===== src/rtl/game_physics_core.sv =====
`default_nettype none
// +----------------------------------------------------------------------------+
// | Module      : game_physics_core                                            |
// | Description : Frame-paced player physics, obstacle collision, lives and     |
// |               score for the runner game. Define GAME_INVULN_EN to build the |
// |               post-hit invulnerability window.                              |
// | Revision    : 1.0  initial release                                          |
// +----------------------------------------------------------------------------+
module game_physics_core #(
  parameter int N_OBS         = 10,
  parameter int X_W           = 10,
  parameter int Y_W           = 9,
  parameter int UPPER_BOUND   = 20,
  parameter int LOWER_BOUND   = 460,
  parameter int PLAYER_SIZE   = 40,
  parameter int PLAYER_X      = 160,
  parameter int MAX_VELOCITY  = 10,
  parameter int ACCELERATION  = 1,
  parameter int LIVES         = 3,
  parameter int INVULN_FRAMES = 90
) (
  input  logic                         clk,
  input  logic                         rst,
  input  logic                         frame_tick,
  input  logic [1:0]                   mode_sel,
  input  logic                         ctrl_up,
  input  logic [N_OBS*2*X_W-1:0]       obstacle_x,
  input  logic [N_OBS*2*Y_W-1:0]       obstacle_y,
  output logic [1:0]                   gamemode,
  output logic [Y_W-1:0]               player_y,
  output logic [$clog2(LIVES+1)-1:0]   lives,
  output logic [15:0]                  score,
  output logic                         hit,
  output logic                         invuln
);

  localparam int c_LIVES_W = $clog2(LIVES + 1);
  localparam int c_VEL_W   = $clog2(MAX_VELOCITY + ACCELERATION + 1);

  localparam logic [Y_W-1:0]       c_Y_TOP    = Y_W'(UPPER_BOUND);
  localparam logic [Y_W-1:0]       c_Y_BOT    = Y_W'(LOWER_BOUND - PLAYER_SIZE);
  localparam logic [Y_W-1:0]       c_Y_INIT   = Y_W'((UPPER_BOUND + LOWER_BOUND - PLAYER_SIZE) / 2);
  localparam logic [X_W:0]         c_PX_L     = (X_W+1)'(PLAYER_X);
  localparam logic [X_W:0]         c_PX_R     = (X_W+1)'(PLAYER_X + PLAYER_SIZE);
  localparam logic [c_VEL_W-1:0]   c_ACC      = c_VEL_W'(ACCELERATION);
  localparam logic [c_VEL_W-1:0]   c_MAXV     = c_VEL_W'(MAX_VELOCITY);
  localparam logic [c_LIVES_W-1:0] c_LIVES    = c_LIVES_W'(LIVES);
  localparam logic [c_LIVES_W-1:0] c_LIFE_ONE = c_LIVES_W'(1);

  typedef enum logic [1:0] {
    ST_START = 2'b00,
    ST_RUN   = 2'b01,
    ST_PAUSE = 2'b10,
    ST_OVER  = 2'b11
  } state_t;

  state_t                 r_state, w_state_nxt;
  logic [Y_W-1:0]         r_y, w_y_nxt, w_y_upd;
  logic [c_VEL_W-1:0]     r_vel, w_vel_nxt, w_vel_upd;
  logic                   r_dir_up, w_dir_nxt, w_dir_upd;
  logic [c_LIVES_W-1:0]   r_lives, w_lives_nxt;
  logic [15:0]            r_score, w_score_nxt;
  logic                   r_hit, w_hit_nxt;

  logic                   w_restart, w_frame_run, w_blocked, w_take_hit, w_fatal;
  logic [N_OBS-1:0]       w_slot_hit;
  logic [Y_W:0]           w_py_bot;
  logic [c_VEL_W:0]       w_vel_sum;
  logic signed [Y_W+1:0]  w_y_delta, w_y_sum;

  assign w_restart   = (mode_sel == 2'b00);
  assign w_frame_run = frame_tick && (r_state == ST_RUN);
  assign w_py_bot    = {1'b0, r_y} + (Y_W+1)'(PLAYER_SIZE);

  // Strict AABB per slot against the pre-update position; left == right marks an empty slot.
  for (genvar k = 0; k < N_OBS; k++) begin : g_slot
    logic [X_W-1:0] w_left, w_right;
    logic [Y_W-1:0] w_top, w_bottom;
    assign w_left   = obstacle_x[k*2*X_W + X_W +: X_W];
    assign w_right  = obstacle_x[k*2*X_W       +: X_W];
    assign w_top    = obstacle_y[k*2*Y_W + Y_W +: Y_W];
    assign w_bottom = obstacle_y[k*2*Y_W       +: Y_W];
    assign w_slot_hit[k] = (w_left != w_right)
                        && (c_PX_R > {1'b0, w_left})
                        && (c_PX_L < {1'b0, w_right})
                        && (w_py_bot > {1'b0, w_top})
                        && (r_y < w_bottom);
  end

  assign w_take_hit = (|w_slot_hit) && !w_blocked;
  assign w_fatal    = w_take_hit && (r_lives == c_LIFE_ONE);

  always_comb begin
    w_dir_upd = r_dir_up;
    w_vel_upd = r_vel;
    w_y_upd   = r_y;
    w_vel_sum = {1'b0, r_vel} + {1'b0, c_ACC};
    if (ctrl_up == r_dir_up) begin
      w_vel_upd = (w_vel_sum > {1'b0, c_MAXV}) ? c_MAXV : w_vel_sum[c_VEL_W-1:0];
    end else if (r_vel < c_ACC) begin
      w_dir_upd = ctrl_up;
      w_vel_upd = c_ACC - r_vel;
    end else begin
      w_vel_upd = r_vel - c_ACC;
    end
    // Two guard bits keep the sum from wrapping past either edge before clamping.
    w_y_delta = $signed({{(Y_W+2-c_VEL_W){1'b0}}, w_vel_upd});
    w_y_sum   = w_dir_upd ? ($signed({2'b00, r_y}) - w_y_delta)
                          : ($signed({2'b00, r_y}) + w_y_delta);
    if (w_y_sum < $signed({2'b00, c_Y_TOP})) begin
      w_y_upd   = c_Y_TOP;
      w_vel_upd = '0;
    end else if (w_y_sum > $signed({2'b00, c_Y_BOT})) begin
      w_y_upd   = c_Y_BOT;
      w_vel_upd = '0;
    end else begin
      w_y_upd   = w_y_sum[Y_W-1:0];
    end
  end

  always_comb begin
    w_state_nxt = r_state;
    w_y_nxt     = r_y;
    w_vel_nxt   = r_vel;
    w_dir_nxt   = r_dir_up;
    w_lives_nxt = r_lives;
    w_score_nxt = r_score;
    w_hit_nxt   = 1'b0;
    case (r_state)
      ST_START: if (mode_sel == 2'b01) w_state_nxt = ST_RUN;
      ST_RUN:   if (mode_sel[1])       w_state_nxt = ST_PAUSE;
      ST_PAUSE: if (mode_sel == 2'b01) w_state_nxt = ST_RUN;
      default:  w_state_nxt = r_state;
    endcase
    if (w_frame_run) begin
      if (w_take_hit) begin
        w_lives_nxt = r_lives - c_LIFE_ONE;
        w_hit_nxt   = 1'b1;
      end
      // The losing frame keeps the pre-hit position and does not score.
      if (w_fatal) begin
        w_state_nxt = ST_OVER;
      end else begin
        w_y_nxt   = w_y_upd;
        w_vel_nxt = w_vel_upd;
        w_dir_nxt = w_dir_upd;
        if (r_score != 16'hFFFF) w_score_nxt = r_score + 16'd1;
      end
    end
    if (w_restart) begin
      w_state_nxt = ST_START;
      w_y_nxt     = c_Y_INIT;
      w_vel_nxt   = '0;
      w_dir_nxt   = 1'b0;
      w_lives_nxt = c_LIVES;
      w_score_nxt = '0;
      w_hit_nxt   = 1'b0;
    end
  end

  always_ff @(posedge clk) begin
    if (rst) begin
      r_state  <= ST_START;
      r_y      <= c_Y_INIT;
      r_vel    <= '0;
      r_dir_up <= 1'b0;
      r_lives  <= c_LIVES;
      r_score  <= '0;
      r_hit    <= 1'b0;
    end else begin
      r_state  <= w_state_nxt;
      r_y      <= w_y_nxt;
      r_vel    <= w_vel_nxt;
      r_dir_up <= w_dir_nxt;
      r_lives  <= w_lives_nxt;
      r_score  <= w_score_nxt;
      r_hit    <= w_hit_nxt;
    end
  end

`ifdef GAME_INVULN_EN
  localparam int c_INV_W = $clog2(INVULN_FRAMES + 2);

  logic [c_INV_W-1:0] r_inv_cnt;
  logic               r_invuln;

  always_ff @(posedge clk) begin
    if (rst || w_restart) begin
      r_inv_cnt <= '0;
      r_invuln  <= 1'b0;
    end else if (w_frame_run && !w_fatal) begin
      if (w_take_hit) begin
        r_inv_cnt <= c_INV_W'(INVULN_FRAMES);
        r_invuln  <= (INVULN_FRAMES != 0);
      end else if (r_inv_cnt != '0) begin
        r_inv_cnt <= r_inv_cnt - c_INV_W'(1);
        r_invuln  <= (r_inv_cnt != c_INV_W'(1));
      end
    end
  end

  assign w_blocked = r_invuln;
  assign invuln    = r_invuln;
`else
  assign w_blocked = 1'b0;
  // Evaluates to 0 for every legal INVULN_FRAMES; the window is not built here.
  assign invuln    = (INVULN_FRAMES < 0);
`endif

  assign gamemode = r_state;
  assign player_y = r_y;
  assign lives    = r_lives;
  assign score    = r_score;
  assign hit      = r_hit;

endmodule
`default_nettype wire

===== config.mk =====
export PLATFORM = sky130hd
export DESIGN_NAME = game_physics_core
export DESIGN_NICKNAME = d
export VERILOG_FILES = /design/src/rtl/game_physics_core.sv
export SDC_FILE = /design/constraint.sdc
export NUM_CORES = 1
export LEC_CHECK = 0
export ABC_CLOCK_PERIOD_IN_PS = 4400
export BUFFER_PORTS_ARGS = -buffer_cell sky130_fd_sc_hd__buf_4
export CORE_AREA = 4 4 160 162
export CTS_CLUSTER_DIAMETER = 100
export CTS_CLUSTER_SIZE = 14
export DETAILED_ROUTE_END_ITERATION = 6
export DIE_AREA = 0 0 164 166
export HOLD_SLACK_MARGIN = 0.02
export PLACE_DENSITY = 0.75
export SYNTH_ARGS = -nofsm -noshare
export SYNTH_HDL_FRONTEND = slang
export SYNTH_SLANG_ARGS = --single-unit

===== constraint.sdc =====
create_clock -name clk -period 4.4 [get_ports clk]
set_input_delay 0.44 -clock clk [delete_from_list [all_inputs] [get_ports clk]]
set_output_delay 0.44 -clock clk [all_outputs]
set_load 0.02 [all_outputs]

==> results of run 1 <==
cells in the mapped netlist (12+ instances only):
cell type	count
a21o_1	21
dfxtp_1	35
inv_1	184
ha_1	187
nor2b_1	14
xnor2_1	53
nand4_1	35
a211oi_1	20
mux2i_1	16
nand2b_1	19
or3_1	17
nor2_1	35
nor3_1	15
clkbuf_1	16
xor2_1	60
a2111oi_0	16
a21oi_1	57
nand3_1	32
o21ai_0	42
nor4_1	21
o311ai_0	12
nand2_1	66
worst paths after layout:
check / from / end / slack (ns)
worst min register to register: score[8] / score[8] / 0.50
worst min-delay path: mode_sel[1] / gamemode[0] / 0.36
worst max register to register: player_y[3] / score[3] / 0.21
worst max-delay path: player_y[3] / score[3] / 0.21
repair_timing:
item / CTS / global route
pin swaps: 1 / 2
setup buffers: 4 / 1
setup endpoints to repair: 4 / 14
gates resized for setup: 2 / 22
gates cloned: 0 / 1
final cells by class:
cell class	instances	area [µm²]	share of cell area, %
inverter	184	690.7	5.581
antenna	3	7.507	0.06067
clock inverter	3	46.29	0.3741
tap	324	405.4	3.276
timing repair buffer	451	3387	27.37
clock buffer	5	125.1	1.011
multi-input combinational	866	7005	56.61
sequential	35	706.9	5.713
routing by layer:
metal | share of wire [%] | global-route usage (%) | vias to the layer above | wire [µm]
li1 | - | - | 4893 | -
met1 | 39 | 28.02 | 4548 | 13880
met2 | 49 | 43.47 | 411 | 17530
met3 | 7.5 | 4.666 | 88 | 2674
met4 | 4.5 | 9.190 | 0 | 1610
met5 | 0 | 0 | - | 0
state kept, by name, indices dropped and copies added, names as in the netlist:
name      count
score        16
player_y      9
r_vel         4
gamemode      2
lives         2
hit           1
r_dir_up      1
power by group through the flow:
stage	Combinational [µW]	Sequential (µW)	Clock (µW)
after floorplan	446	343	0
after global placement	900	335	0
after detailed placement	924	335	0
after CTS	938	328	420
after global routing	1050	329	435
final	948	328	417
kinds of logic after synthesis:
family / Yosys count / synth area share, %
buffers and inverters: 204 / 9.252
flip-flops: 35 / 8.397
AND/OR/NAND/NOR: 292 / 18.73
AO/OA/AOI/OAI: 255 / 21.28
multiplexers: 16 / 1.919
adder cells (fa/ha/maj): 189 / 28.52
XOR/XNOR: 113 / 11.86
other: 1 / 0.04494
through the flow:
| stage | instances | setup slack, ns |
|---|---|---|
| final | 1871 | 0.2053 |
| after global routing | 1871 | -0.03096 |
| after CTS | 1866 | 0.01680 |
| after detailed placement | 1854 | -0.05324 |
| after global placement | 1854 | 0.05876 |
| after floorplan | 1105 | 0.05078 |
==> run_results.csv, run 1 <==
group,metric,value,unit
timing,fin_worst_skew,0.009881,ns
global_route,overflow,0,
yosys,synth_top_cell_by_area,"ha_1",
pwr,intPower,1092,µW
floorplanning,die_h,166,µm
critical_path,crit_path_end_kind,"flop",
clocking,clk_latency,0.28,ns
pwr,pwr_density_cell,136.8,nW/µm²
yosys,synth_cell_types,63,
critical_path,critPathMaxStageDelay,0.57,ns
timing,final.min_clock_period,4.195,ns
layout,nFillCells,2331,
clocking,cts_buffers,5,
global_route,grt_max_degree,28,
placed_design,dpl-instance-area,12030,µm²
floorplanning,die_area,27220,µm²
floorplanning,rows,57,
critical_path,crit_type,"reg -> reg",
global_route,grt_use_total,24.17,%
yosys,avgSynthCellArea,7.551,µm²
yosys,synth_top_flop_cell,"dfxtp_1",
clocking,clk_pin_slew_worst_paths,0.06,ns
floorplanning,io_pins,417,
route,route.detailed.drc,0,
timing,fin_hold_ws,0.3648,ns
timing,hold_viol_final,0,
pwr,p_sw_share,35.48,%
critical_path,crit_required,4.58,ns
layout,post-route-util,51.33,%
critical_path,start_kind,"flop",
yosys,async_flop_share,0,%
layout,nets,2118,
pwr,p_leak,0.006540,µW
pwr,p_seq_share,19.4,%
placed_design,portBuffers,415,
clocking,clockBufferDepth,2,
layout,final_area,12370,µm²
clocking,cts_tree,"done",
route,routed_wl,35690,µm
yosys,ys_ff_latch,35,
layout,drive_gt1_share,31.61,%
critical_path,reg2regPathDepth,11,
timing,fmax,0.2384,GHz
clocking,clock_sinks,35,
yosys,synth_area,8344,µm²
floorplanning,design.core.area,24110,µm²
pwr,p_clk_share,24.6,%
run,drv.max_cap_violation_count,0,
yosys,synth_edf_count,0,
route,firstDrtPassIters,5,
global_route,grt_pass1_wl,52430,µm
placed_design,dp_hpwl,30310,µm
clocking,ctsHoldBuffers,0,
route,ant_nets,0,
status,status,"completed",
critical_path,path_buf_inv,0,
critical_path,slowest_stage,"or4b_1",
timing,fin_setup_tns,0,ns
yosys,synthCells,1105,
yosys,yosysTopAreaCellShare,28.04,%
pwr,irDropWorstVdd,0.0001682,V
global_route,first_global_vias,10020,
layout,final_common_cell,"buf_4",
yosys,synth.yosys.seq_area_share,8.397,%
timing,tightest_slew,0.9842,ns
pwr,p_sw,600.7,µW
timing,setup_viol,0,
yosys,syn_nets,1680,
critical_path,cp_top_family,"compound AO/OA/AOI/OAI gates",
global_route,antenna_found_initial,3,
critical_path,cp.depth,11,
critical_path,path_cells,"ha_1 > ha_1 > a21oi_1 > nand2_1 > a221o_1 > a2111oi_0 > nor3_1 > or4_4 > o31a_2 > or4b_1 > mux2i_1",
pwr,power,1693,µW
timing,drv_slew,0,
worst_hold_path,whs_path_depth,2,
worst_hold_path,hp-class,"in -> reg",
critical_path,crit_fanout,17,
floorplanning,initial_core_util,34.62,%
placed_design,routabilityCongestion,0.9454,
layout,area_growth,48.30,%
route,via_per_inst,5.313,
timing,max_slew_margin,33.46,%
critical_path,worst_path_most_repeated_cell,"ha_1",
critical_path,crit_arrival,4.37,ns
layout,final_cell_mix,"buf_4 (449), ha_1 (186), inv_1 (183), nand2_1 (66), xor2_1 (59)",
clocking,cts_root_buf,"clkbuf_16",
pwr,p_comb_share,56.0,%
yosys,ys.warnings.count,0,
route,vias,9940,
floorplanning,die_width,164,µm
timing,period_share,95.33,%
clocking,h-tree-depth,2,
route,drtIter0Drc,515,
route,routedWlPerCell,19.08,µm
yosys,synth.area.top_cells,"ha_1 (28%), dfxtp_1 (8.4%), inv_1 (8.3%)",
Power figures use the tool's default switching activity.
==> run 2: changes to the inputs <==
--- a/config.mk
+++ b/config.mk
@@ -8,4 +8,3 @@
 export ABC_CLOCK_PERIOD_IN_PS = 4400
-export BUFFER_PORTS_ARGS = -buffer_cell sky130_fd_sc_hd__buf_4
-export CORE_AREA = 4 4 160 162
+export CORE_AREA = 4 4 162 164
 export CTS_CLUSTER_DIAMETER = 100
@@ -13,5 +12,6 @@
 export DETAILED_ROUTE_END_ITERATION = 6
-export DIE_AREA = 0 0 164 166
+export DIE_AREA = 0 0 166 168
+export DONT_BUFFER_PORTS = 1
 export HOLD_SLACK_MARGIN = 0.02
-export PLACE_DENSITY = 0.75
+export PLACE_DENSITY = 0.58
 export SYNTH_ARGS = -nofsm -noshare
--- a/constraint.sdc
+++ b/constraint.sdc
@@ -3,2 +3,2 @@
 set_output_delay 0.44 -clock clk [all_outputs]
-set_load 0.02 [all_outputs]
+set_load 0.005 [all_outputs]
==> run_results.csv, run 2 (same netlist as run 1, synthesis figures left out) <==
group,metric,value,unit
route,via_per_inst,5.721,
layout,nFillCells,2647,
worst_hold_path,whs_path_depth,1,
global_route,overflow,0,
global_route,first_global_vias,8424,
timing,layout_setup_ws,0.2978,ns
route,drtIter0Drc,445,
worst_hold_path,holdPathEnd,"gamemode[0]",
layout,nets,1708,
critical_path,worst-r2r-setup-slack,0.30,ns
critical_path,slowest_stage,"or4_4",
critical_path,start_kind,"flop",
global_route,antenna_found_initial,6,
timing,hold_viol_final,0,
floorplanning,io_pins,417,
run,drv.max_cap_violation_count,0,
clocking,clock_sinks,35,
placed_design,pre_cts_ws,-0.4574,ns
placed_design,dp.cells,1450,
critical_path,crit_arrival,4.24,ns
layout,post-route-util,37.24,%
global_route,grt_use_total,21.83,%
clocking,cts_root_buf,"clkbuf_16",
critical_path,crit_path_end_kind,"flop",
route,vias,8392,
critical_path,worst_path_most_repeated_cell,"nand2_1",
layout,final_cell_mix,"ha_1 (186), inv_1 (184), nand2_1 (66), xor2_1 (59), a21oi_1 (55)",
layout,area_growth,11.08,%
layout,drive_gt1_share,6.526,%
timing,fin_worst_skew,0.003905,ns
timing,setup_viol,0,
timing,fmax,0.2438,GHz
critical_path,cp_top_family,"compound AO/OA/AOI/OAI gates",
placed_design,portBuffers,0,
floorplanning,die_h,168,µm
timing,drv_slew,0,
critical_path,reg2reg_to,"player_y[7]",
timing,period_share,93.23,%
critical_path,reg2regPathDepth,12,
pwr,irDropWorstVdd,0.0001631,V
clocking,clk_pin_slew_worst_paths,0.05,ns
layout,largest_reg_flops,16,
status,status,"completed",
floorplanning,design.core.area,24890,µm²
clocking,h-tree-depth,2,
worst_hold_path,hp-class,"in -> reg",
floorplanning,die_area,27890,µm²
pwr,pwr_density_cell,139.9,nW/µm²
critical_path,crit_required,4.54,ns
critical_path,crit_fanout,13,
critical_path,crit_type,"reg -> reg",
placed_design,routabilityCongestion,0.9112,
floorplanning,initial_core_util,33.52,%
clocking,clockBufferDepth,2,
critical_path,critPathMaxStageDelay,0.53,ns
critical_path,path_cells,"ha_2 > ha_1 > a21oi_1 > nand2_1 > a221o_1 > a2111oi_1 > nor3_1 > or4_4 > o31ai_2 > buf_4 > nand2_1 > o311ai_0",
timing,tightest_slew,1.013,ns
route,routedWlPerCell,22.34,µm
global_route,grt_max_degree,20,
floorplanning,rows,58,
placed_design,dp_hpwl,27980,µm
layout,final_common_cell,"ha_1",
clocking,clk_latency,0.27,ns
layout,final_cell_count_no_fill,1467,
critical_path,reg2reg_from,"player_y[4]",
pwr,p_leak,0.004540,µW
route,ant_nets,0,
critical_path,path_buf_inv,1,
route,routed_wl,32770,µm
timing,max_slew_margin,31.50,%
clocking,cts_buffers,5,
clocking,cts_tree,"done",
route,route.detailed.drc,0,
floorplanning,die_width,166,µm
global_route,grt_pass1_wl,48250,µm
worst_hold_path,hp-start,"mode_sel[1]",
timing,final.min_clock_period,4.102,ns
route,firstDrtPassIters,5,
-- run 2: cell count changes in the layout (fill, tap and decap cells not counted), sizes merged --
cell      delta
clkinv       +1
bufinv       -1
buf        -410
clkbuf       +2
inv          -1
clkinvlp     -1
-- run 2: what timing repair did --
item,in CTS,in global routing
buffers inserted,1,5
gates resized for setup,4,23
endpoints found under the setup margin,30,16
pin swaps,1,3
cloned,0,0
hold buffers,0,0
-- run 2: per-layer routing --
metal	part of all wire, %	routed length [µm]	GRT usage, %
met1	42	13690	27.20
met2	48	15590	37.09
met3	6.9	2254	4.719
met4	3.6	1187	8.106
met5	0.14	46	0
-- run 2: worst register-to-register path, cell delays in order, from the launching register on --
cell and delay, ns:
dfxtp_1 0.41, ha_2 0.39, ha_1 0.34, a21oi_1 0.16, nand2_1 0.08, a221o_1 0.34
a2111oi_1 0.43, nor3_1 0.14, or4_4 0.53, o31ai_2 0.33, buf_4 0.26, nand2_1 0.10
o311ai_0 0.46
-- run 2: where the power goes --
group / total [µW] / internal (µW) / switching [µW]
sequential: 329 / 322 / 6.47
combinational: 633 / 291 / 342
clock: 335 / 209 / 126
total: 1300 / 823 / 474
-- run 2: area by class of cell --
cell class                 instances  area (µm²)  area share, %
timing repair buffer              41       315.3          3.402
antenna                            3       7.507        0.08099
multi-input combinational        866        7000          75.53
clock buffer                       7       132.6          1.431
tap                              330       412.9          4.455
inverter                         184       690.7          7.451
sequential                        35       704.4          7.600
clock inverter                     1       5.005        0.05400
-- run 2: stage by stage --
step | hold WS [ns] | TNS, ns | cell area (µm²) | total power, µW
final | 0.2726 | 0 | 9269 | 1297
after global routing | 0.2858 | -0.1407 | 9269 | 1414
after CTS | 0.2719 | 0 | 9124 | 1290
after detailed placement | 0.5158 | -5.553 | 8941 | 945.2
after global placement | 0.5010 | -1.224 | 8941 | 934.1
after floorplan | 0.4672 | 0 | 8344 | 783.8
-- run 2: worst max-delay path by stage --
stage / from / endpoint / cells after the start
2_1_floorplan: player_y[3] / score[9] / 11
5_1_grt: r_vel[1] / r_vel[1] / 21
3_5_place_dp: player_y[4] / score[9] / 11
3_3_place_gp: player_y[4] / score[9] / 11
6_report: player_y[4] / player_y[7] / 12
4_1_cts: player_y[4] / score[9] / 11
